[src/rtl/fp_wb_ctrl_if.sv]
// Bundle of FP writeback controller signals: issue, result, load, decode check and regfile write port.
interface fp_wb_ctrl_if #(
  parameter int unsigned DEPTH = 4,
  parameter int unsigned WIDTH = 32
);
  localparam int unsigned CW = $clog2(DEPTH) + 1;

  logic             issue_valid;
  logic [4:0]       issue_fd;
  logic             res_valid;
  logic             res_ready;
  logic [4:0]       res_fd;
  logic [WIDTH-1:0] res_data;
  logic             ld_valid;
  logic [4:0]       ld_fd;
  logic [WIDTH-1:0] ld_data;
  logic [4:0]       chk_fs;
  logic [4:0]       chk_ft;
  logic [4:0]       chk_fd;
  logic             hazard;
  logic [31:0]      pending;
  logic             fwe;
  logic [4:0]       fwa3;
  logic [WIDTH-1:0] fwd3;
  logic [CW-1:0]    count;

  modport master (
    output issue_valid, issue_fd, res_valid, res_fd, res_data,
           ld_valid, ld_fd, ld_data, chk_fs, chk_ft, chk_fd,
    input  res_ready, hazard, pending, fwe, fwa3, fwd3, count
  );

  modport slave (
    input  issue_valid, issue_fd, res_valid, res_fd, res_data,
           ld_valid, ld_fd, ld_data, chk_fs, chk_ft, chk_fd,
    output res_ready, hazard, pending, fwe, fwa3, fwd3, count
  );
endinterface

[src/rtl/fp_wb_ctrl.sv]
// FP writeback controller: result FIFO arbitrated against load data onto the regfile
// write port, plus a pending-destination scoreboard for decode hazard detection.
module fp_wb_ctrl #(
  parameter int unsigned DEPTH = 4,
  parameter int unsigned WIDTH = 32
) (
  input logic        clk,
  input logic        reset_n,
  fp_wb_ctrl_if.slave bus
);
  localparam int unsigned AW = (DEPTH > 1) ? $clog2(DEPTH) : 1;
  localparam int unsigned CW = $clog2(DEPTH) + 1;

  logic [WIDTH-1:0] mem_data [DEPTH];
  logic [4:0]       mem_fd   [DEPTH];
  logic [AW-1:0]    wr_ptr;
  logic [AW-1:0]    rd_ptr;
  logic [CW-1:0]    count_q;
  logic [CW-1:0]    count_n;
  logic [31:0]      pending_q;
  logic [31:0]      pending_n;
  logic             fwe_q;
  logic [4:0]       fwa3_q;
  logic [WIDTH-1:0] fwd3_q;

  logic res_ready_c;
  logic accept_c;
  logic push_c;
  logic pop_c;

  // Readiness depends only on registered occupancy; a same-edge pop gives no credit.
  assign res_ready_c = (count_q < CW'(DEPTH));
  assign accept_c    = bus.res_valid && res_ready_c;
  assign push_c      = accept_c && (bus.res_fd != 5'd0);
  assign pop_c       = !bus.ld_valid && (count_q != '0);

  always_comb begin
    count_n = count_q;
    if (push_c && !pop_c)      count_n = count_q + CW'(1);
    else if (pop_c && !push_c) count_n = count_q - CW'(1);
  end

  // Clear on commit first so a same-edge issue to that register wins.
  always_comb begin
    pending_n = pending_q;
    if (fwe_q) pending_n[fwa3_q] = 1'b0;
    if (bus.issue_valid && (bus.issue_fd != 5'd0)) pending_n[bus.issue_fd] = 1'b1;
    pending_n[0] = 1'b0;
  end

  always_ff @(posedge clk) begin
    if (push_c) begin
      mem_data[wr_ptr] <= bus.res_data;
      mem_fd[wr_ptr]   <= bus.res_fd;
    end
  end

  always_ff @(posedge clk or negedge reset_n) begin
    if (!reset_n) begin
      wr_ptr    <= '0;
      rd_ptr    <= '0;
      count_q   <= '0;
      pending_q <= '0;
      fwe_q     <= 1'b0;
      fwa3_q    <= '0;
      fwd3_q    <= '0;
    end else begin
      if (push_c) wr_ptr <= wr_ptr + AW'(1);
      if (pop_c)  rd_ptr <= rd_ptr + AW'(1);
      count_q   <= count_n;
      pending_q <= pending_n;
      if (bus.ld_valid) begin
        fwe_q  <= (bus.ld_fd != 5'd0);
        fwa3_q <= bus.ld_fd;
        fwd3_q <= bus.ld_data;
      end else if (pop_c) begin
        fwe_q  <= 1'b1;
        fwa3_q <= mem_fd[rd_ptr];
        fwd3_q <= mem_data[rd_ptr];
      end else begin
        fwe_q  <= 1'b0;
      end
    end
  end

  assign bus.res_ready = res_ready_c;
  assign bus.count     = count_q;
  assign bus.pending   = pending_q;
  assign bus.fwe       = fwe_q;
  assign bus.fwa3      = fwa3_q;
  assign bus.fwd3      = fwd3_q;
  assign bus.hazard    = pending_q[bus.chk_fs] | pending_q[bus.chk_ft] | pending_q[bus.chk_fd];
endmodule
[src/flat_wrapper.sv]
// flat-port wrapper written by rule: the top's interface ports become plain ports
module fp_wb_ctrl_flat 
#(
  parameter int unsigned DEPTH = 4,
  parameter int unsigned WIDTH = 32
)
  (clk, reset_n, bus_issue_valid, bus_issue_fd, bus_res_valid, bus_res_fd, bus_res_data, bus_ld_valid, bus_ld_fd, bus_ld_data, bus_chk_fs, bus_chk_ft, bus_chk_fd, bus_res_ready, bus_hazard, bus_pending, bus_fwe, bus_fwa3, bus_fwd3, bus_count);
  fp_wb_ctrl_if #(.DEPTH(DEPTH), .WIDTH(WIDTH)) bus_i ();
  input logic clk;
  input logic reset_n;
  input wire logic [$bits(bus_i.issue_valid)-1:0] bus_issue_valid;
  input wire logic [$bits(bus_i.issue_fd)-1:0] bus_issue_fd;
  input wire logic [$bits(bus_i.res_valid)-1:0] bus_res_valid;
  input wire logic [$bits(bus_i.res_fd)-1:0] bus_res_fd;
  input wire logic [$bits(bus_i.res_data)-1:0] bus_res_data;
  input wire logic [$bits(bus_i.ld_valid)-1:0] bus_ld_valid;
  input wire logic [$bits(bus_i.ld_fd)-1:0] bus_ld_fd;
  input wire logic [$bits(bus_i.ld_data)-1:0] bus_ld_data;
  input wire logic [$bits(bus_i.chk_fs)-1:0] bus_chk_fs;
  input wire logic [$bits(bus_i.chk_ft)-1:0] bus_chk_ft;
  input wire logic [$bits(bus_i.chk_fd)-1:0] bus_chk_fd;
  output wire logic [$bits(bus_i.res_ready)-1:0] bus_res_ready;
  output wire logic [$bits(bus_i.hazard)-1:0] bus_hazard;
  output wire logic [$bits(bus_i.pending)-1:0] bus_pending;
  output wire logic [$bits(bus_i.fwe)-1:0] bus_fwe;
  output wire logic [$bits(bus_i.fwa3)-1:0] bus_fwa3;
  output wire logic [$bits(bus_i.fwd3)-1:0] bus_fwd3;
  output wire logic [$bits(bus_i.count)-1:0] bus_count;
  assign bus_i.issue_valid = bus_issue_valid;
  assign bus_i.issue_fd = bus_issue_fd;
  assign bus_i.res_valid = bus_res_valid;
  assign bus_i.res_fd = bus_res_fd;
  assign bus_i.res_data = bus_res_data;
  assign bus_i.ld_valid = bus_ld_valid;
  assign bus_i.ld_fd = bus_ld_fd;
  assign bus_i.ld_data = bus_ld_data;
  assign bus_i.chk_fs = bus_chk_fs;
  assign bus_i.chk_ft = bus_chk_ft;
  assign bus_i.chk_fd = bus_chk_fd;
  assign bus_res_ready = bus_i.res_ready;
  assign bus_hazard = bus_i.hazard;
  assign bus_pending = bus_i.pending;
  assign bus_fwe = bus_i.fwe;
  assign bus_fwa3 = bus_i.fwa3;
  assign bus_fwd3 = bus_i.fwd3;
  assign bus_count = bus_i.count;
  fp_wb_ctrl #(.DEPTH(DEPTH), .WIDTH(WIDTH)) u_core (.clk(clk), .reset_n(reset_n), .bus(bus_i));
endmodule
[config.mk]
export PLATFORM = sky130hd
export DESIGN_NAME = fp_wb_ctrl_flat
export DESIGN_NICKNAME = d
export VERILOG_FILES = /design/src/rtl/fp_wb_ctrl_if.sv /design/src/rtl/fp_wb_ctrl.sv /design/src/flat_wrapper.sv
export SDC_FILE = /design/constraint.sdc
export NUM_CORES = 1
export LEC_CHECK = 0
export BUFFER_PORTS_ARGS = -buffer_cell sky130_fd_sc_hd__clkbuf_2
export CORE_UTILIZATION = 32
export DETAILED_ROUTE_END_ITERATION = 16
export PLACE_DENSITY = 0.61
export SYNTH_ARGS = -nofsm -noshare
export SYNTH_HDL_FRONTEND = slang
export SYNTH_SLANG_ARGS = --single-unit
[constraint.sdc]
create_clock -name clk -period 5.71 [get_ports clk]
set_input_delay 0.2855 -clock clk [delete_from_list [all_inputs] [get_ports clk]]
set_output_delay 0.2855 -clock clk [all_outputs]
set_load 0.03 [all_outputs]
; Yosys cells after proc, flatten, opt, wreduce, memory -nomap -nowiden
; Memories as Yosys holds them, arrays and structs flattened.
; Index checks and enable logic that the tools add are counted.
[totals]
n_memories = 2
regBits = 76
out_inout_bits = 75
ram_bits = 148
word_cells = 65
input_bits = 99
[op_classes]
n_reduce_logical = 17
n_bitwise = 5
n_mux = 22
addsub = 4
order_cmp = 8
[memory_table]
columns = name, depth, word_bits, rd, rd_clocked_by_memory_dff, write_ports, line_no
row1 = u_core.mem_data, 4, 32, 1, 0, 1, fp_wb_ctrl.sv:14  ; logic [WIDTH-1:0] mem_data [DEPTH];
row2 = u_core.mem_fd, 4, 5, 1, 0, 1, fp_wb_ctrl.sv:15  ; logic [4:0] mem_fd [DEPTH];
[ops]
columns = cell, n
row1 = $mux 32, 4
row2 = $and 32x32->32, 1
row3 = $not 32->32, 1
row4 = $or 32x32->32, 1
row5 = $lt 5x6->1 const B, 5
row6 = $bmux 1 s5, 3
row7 = $reduce_bool 5->1, 3
row8 = $demux 1 s5, 2
row9 = $ge 5x1->1 const B, 2
row10 = $mux 5, 2
row11 = $mux 1, 9
row12 = $logic_and 1x1->1, 8
row13 = $mux 3, 2
row14 = $add 2x1->2 const B, 2
row15 = $reduce_bool 2->1, 2
row16 = $add 3x1->3 const B, 1
row17 = $logic_not 1->1, 3
row18 = $lt 3x3->1 const B, 1
row19 = $reduce_bool 3->1, 1
row20 = $sub 3x1->3 const B, 1
row21 = $or 1x1->1, 2

; Depth between registers and ports, before layout
[logic_depth]
ltp_word = 9
ltp_mapped = 10
depth_no_buf = 9

; Worst setup path after synthesis
; No wires, ideal clock.
[synth_path]
path_kind = register to register
start = register u_core.count_q[2] (netlist: u_core.bus.count[2])
end = memory u_core.mem_data[0][0] (enable)
setup_time_ns = 0.398
setup_slack_ns = 3.248
synth_period_minus_slack_ns = 2.462
arrival_ns = 2.064
path_buffers = 0
path_stages_with_launch = 4
t_required_ns = 5.312
cell_sequence = dfrtp_1 > inv_1 > o311a_1 > and2_1
[synth_via]
elab_chain_len = 5
[synth_lines]
columns = item, line_no
row1 = from (decl), fp_wb_ctrl.sv:18  ; logic [CW-1:0] count_q;
row2 = from (signal assigned), fp_wb_ctrl.sv:70  ; count_q <= count_n;
row3 = $lt 3x3->1, fp_wb_ctrl.sv:32  ; assign res_ready_c = (count_q < CW'(DEPTH));
row4 = via bus_res_ready, flat_wrapper.sv:22  ; output wire logic [$bits(bus_i.res_ready)-1:0] bus_res_ready;
row5 = $logic_and 1x1->1, fp_wb_ctrl.sv:33  ; assign accept_c = bus.res_valid && res_ready_c;
row6 = $logic_and 1x1->1, fp_wb_ctrl.sv:34  ; assign push_c = accept_c && (bus.res_fd != 5'd0);
row7 = via u_core.push_c, fp_wb_ctrl.sv:28  ; logic push_c;
row8 = $mux 1, fp_wb_ctrl.sv:52  ; if (push_c) begin
row9 = $mux 1 (not written as such), fp_wb_ctrl.sv:53  ; mem_data[wr_ptr] <= bus.res_data;
row10 = to (decl), fp_wb_ctrl.sv:14
; The timed path passes the listed nets, and every way through them passes these cells.

; Final worst setup path
[layout_path]
start = register u_core.pending_q[11] (netlist: u_core.bus.pending[11])
end = output port bus_hazard
[layout_via]
elab_chain_len = 4
elab_cells_between_ends = 8
classes_between = mux: 6 / bitwise: 2
[layout_lines]
columns = item, line_no
row1 = from (decl), fp_wb_ctrl.sv:20  ; logic [31:0] pending_q;
row2 = from (signal assigned), fp_wb_ctrl.sv:71  ; pending_q <= pending_n;
row3 = $bmux 1 s5, fp_wb_ctrl.sv:92  ; assign bus.hazard = pending_q[bus.chk_fs] | pending_q[bus.chk_ft] | pending_q[bus.chk_fd];
row4 = $mux 1 (not written as such), fp_wb_ctrl.sv:92
row5 = $or 1x1->1, fp_wb_ctrl.sv:92
row6 = $or 1x1->1 *, fp_wb_ctrl.sv:92
row7 = to (decl), flat_wrapper.sv:23  ; output wire logic [$bits(bus_i.hazard)-1:0] bus_hazard;
; Mark *: on every way between the ends. The rest lies on a longest branch, timed or not. The select of a mux whose other input is x is not followed.

==> metrics.cfg <==
[grt]
grt.total_usage_pct=15.0
grt_max_degree=77
grt_pass1_vias=6337
antenna_found_initial=3
grt-ovfl-total=0
grt_pass1_wl_um=35900

[worst_setup_path]
cp-start-kind=register
crit_fanout=5
worstSetupEndpointType=primary output
cp.arrival_ps=2380
crit_required_ps=5420
path_class=reg2out

[timing]
period_minus_slack_ps=2660
worstMarginPinSlew_ps=1070
setup_tns_ps=0
maxSlewViolCount=0
setup_viol=0
rsz0062_at_grt=false
clock.fmax_ghz=0.375
hold_viol_final=30
post-route-period-util_pct=46.6
finalClockSkew_ps=14.0
fin_hold_ws_ps=-47.4
slew_headroom_pct=28.8

[logic_synthesis]
ys_seq_area_share_pct=65.9
synthCells=610
synth_edf_count=148
synth_cell_types=49
synthArstFlopShare_pct=33.9
ys.flop_type=edfxtp_1
synthTopCellsByArea=edfxtp_1 46%, dfrtp_1 20%, mux4_2 11%, o21ai_0 5.2%, mux2i_1 4.8%
ys_ff_latch=224
synth_nets=715
ys_warn_count=0
yosysTopAreaCell=edfxtp_1
yosysTopAreaCellShare_pct=46.1
syn_avg_cell_area_um2=15.8
netlist_area_um2=9630

[clock_tree]
numCtsBuffers=25
cts_tree=yes
h-tree-depth=1
cts.repair.resized=0
cts-root-buf=clkbuf_16
clock-sinks=224
clock_path_buffers=3
clk_latency_ps=510
cts.clk_slew.worst_paths_ps=60

[cells_and_area]
fin_util_pct=41.6
layout-drive-gt1-share_pct=32.9
area_growth_pct=28.2
final_nets=953

[power_and_ir_drop]
power_density_nw_per_um2=492
p_comb_share_pct=32.9
seqPwrFrac_pct=41.4
p_sw_uw=2170
clkPwrFrac_pct=25.7
swShare_pct=35.8
p_int_uw=3900
total_leakage_power_uw=0.00466
ir_drop_v=0.000312

[floorplanning]
dieWidth_um=175
die_y_um=175
ios=174
dieArea_um2=30800
start_util_pct=32.5
rows=63
coreArea_um2=29600

[job]
maxCapViolCount=0

[worst_hold_path]
min_path_type=in2async

[routing]
num_vias=6248
drcViolationCount=0
drt_wl_total_um=23100
ant_nets=0
avgRoutedWirePerCell_um=18.3
avgViaCountPerCell=4.97
first_iter_violations=337
dr.pass1.iters=5

[outcome]
violations=negative hold slack
status=complete, but fails checks

[place]
hpwl_um=14800
port_buffers=172
gp_congestion=0.835

[path summary, 6_finish.rpt]
path	from	end	slack, ps	cells after the start
worst max register to register	u_core.bus.count[1]	u_core.bus.count[2]	3160	10
worst max-delay path	u_core.bus.pending[11]	bus_hazard	3050	6
worst min register to register	u_core.bus.fwd3[6]	u_core.bus.fwd3[6]	570	2
min in group clk	bus_res_data[13]	u_core.mem_data[1][13]	20	1
worst min-delay path	reset_n	u_core.bus.fwd3[17]	-50	1
max in group asynchronous	reset_n	u_core.rd_ptr[0]	5010	1
[cell families (layout without fill, tap and decap cells)]
logic type      after synthesis  after routing  share of synthesized area (%)
compound gates              121            121                           6.94
xor+xnor                      6              6                          0.546
fa+ha+maj                     6              6                          0.857
buf+inv                      41            297                           2.12
flops                       224            224                           65.9
mux                         107            107                           18.0
other cells                   1              3                         0.0389
simple gates                104            104                           5.66
[critical path: stages (launching register included)]
cell and delay (ps):
dfrtp_1 450, mux4_1 540, nand3b_1 100, nand2_1 60
a2111oi_1 380, nand4_1 150, clkbuf_2 200
[registers in the layout, indices dropped and copies added, names as in the netlist]
name / count
u_core.bus.pending: 31
u_core.mem_data: 128
u_core.bus.count: 3
u_core.bus.fwa3: 5
u_core.mem_fd: 20
u_core.bus.fwd3: 32
u_core.bus.fwe: 1
u_core.rd_ptr: 2
u_core.wr_ptr: 2
[cell type report]
class	count	area, µm²
Timing Repair Buffer	242	1550
Sequential cell	224	6350
Tap cell	390	488
Clock buffer	33	728
Inverter	10	37.5
Multi-Input combinational cell	345	3090
Antenna cell	2	5.00
Clock inverter	12	95.1
Fill cell	2767	17300
[metrics by stage]
| step | total power (µW) | area (µm²) | std cells | hold WS [ps] | setup slack, ps |
|---|---|---|---|---|---|
| floorplan | 3840 | 9630 | 610 | -10.1 | 3250 |
| global placement | 4490 | 10900 | 1147 | 492 | 3190 |
| detailed placement | 4530 | 10900 | 1147 | 500 | 3160 |
| CTS | 6150 | 12300 | 1256 | 0.771 | 3020 |
| global route | 6410 | 12300 | 1257 | 2.23 | 2820 |
| finish | 6070 | 12300 | 1258 | -47.4 | 3050 |
[cells in the final DEF, fill, tap and decap left out, drive strengths merged, types with 7 or more instances in the layout]
cell type	netlist	routed
mux2	11	11
clkbuf	13	204
mux4	50	50
mux2i	46	46
inv	10	11
nand2	45	45
nand3	7	7
edfxtp	148	148
nor2	9	9
clkinv	0	8
nand3b	13	13
dlygate4sd3	0	64
dfrtp	76	76
o21ai	101	101
buf	18	7
[cell usage after synthesis, types with 4 or more instances]
cell type and count:
mux2_2 10, mux4_1 5, dfrtp_1 76, nand2_1 45, nand3_1 7, edfxtp_1 148
inv_1 10, buf_2 10, nor2_1 9, xnor2_1 4, mux4_2 45, o21ai_0 101
buf_6 4, ha_1 5, nand3b_1 13, and2_1 4, clkbuf_1 13, mux2i_1 46
nor2b_1 5
[per-layer routing]
metal / vias to the layer above / share of wire, % / GRT usage [%]
li1: 2862 / - / -
met1: 3121 / 45 / 20.6
met2: 232 / 47 / 24.4
met3: 31 / 6.9 / 3.14
met4: 2 / 1.4 / 3.22
met5: - / 0.056 / 0
[power by group through the flow]
stage,combinational (µW),sequential [µW],clock (µW)
after floorplan,1080,2770,0
after global placement,1960,2530,0
after detailed placement,1980,2540,0
after CTS,2020,2510,1610
after global routing,2170,2560,1670
final,1990,2510,1560
[timing repair]
action / CTS / global route
endpoints found under the hold margin: 152 / 0
buffers inserted: 0 / 0
hold buffers: 64 / 0
Power figures use the tool's default switching activity.
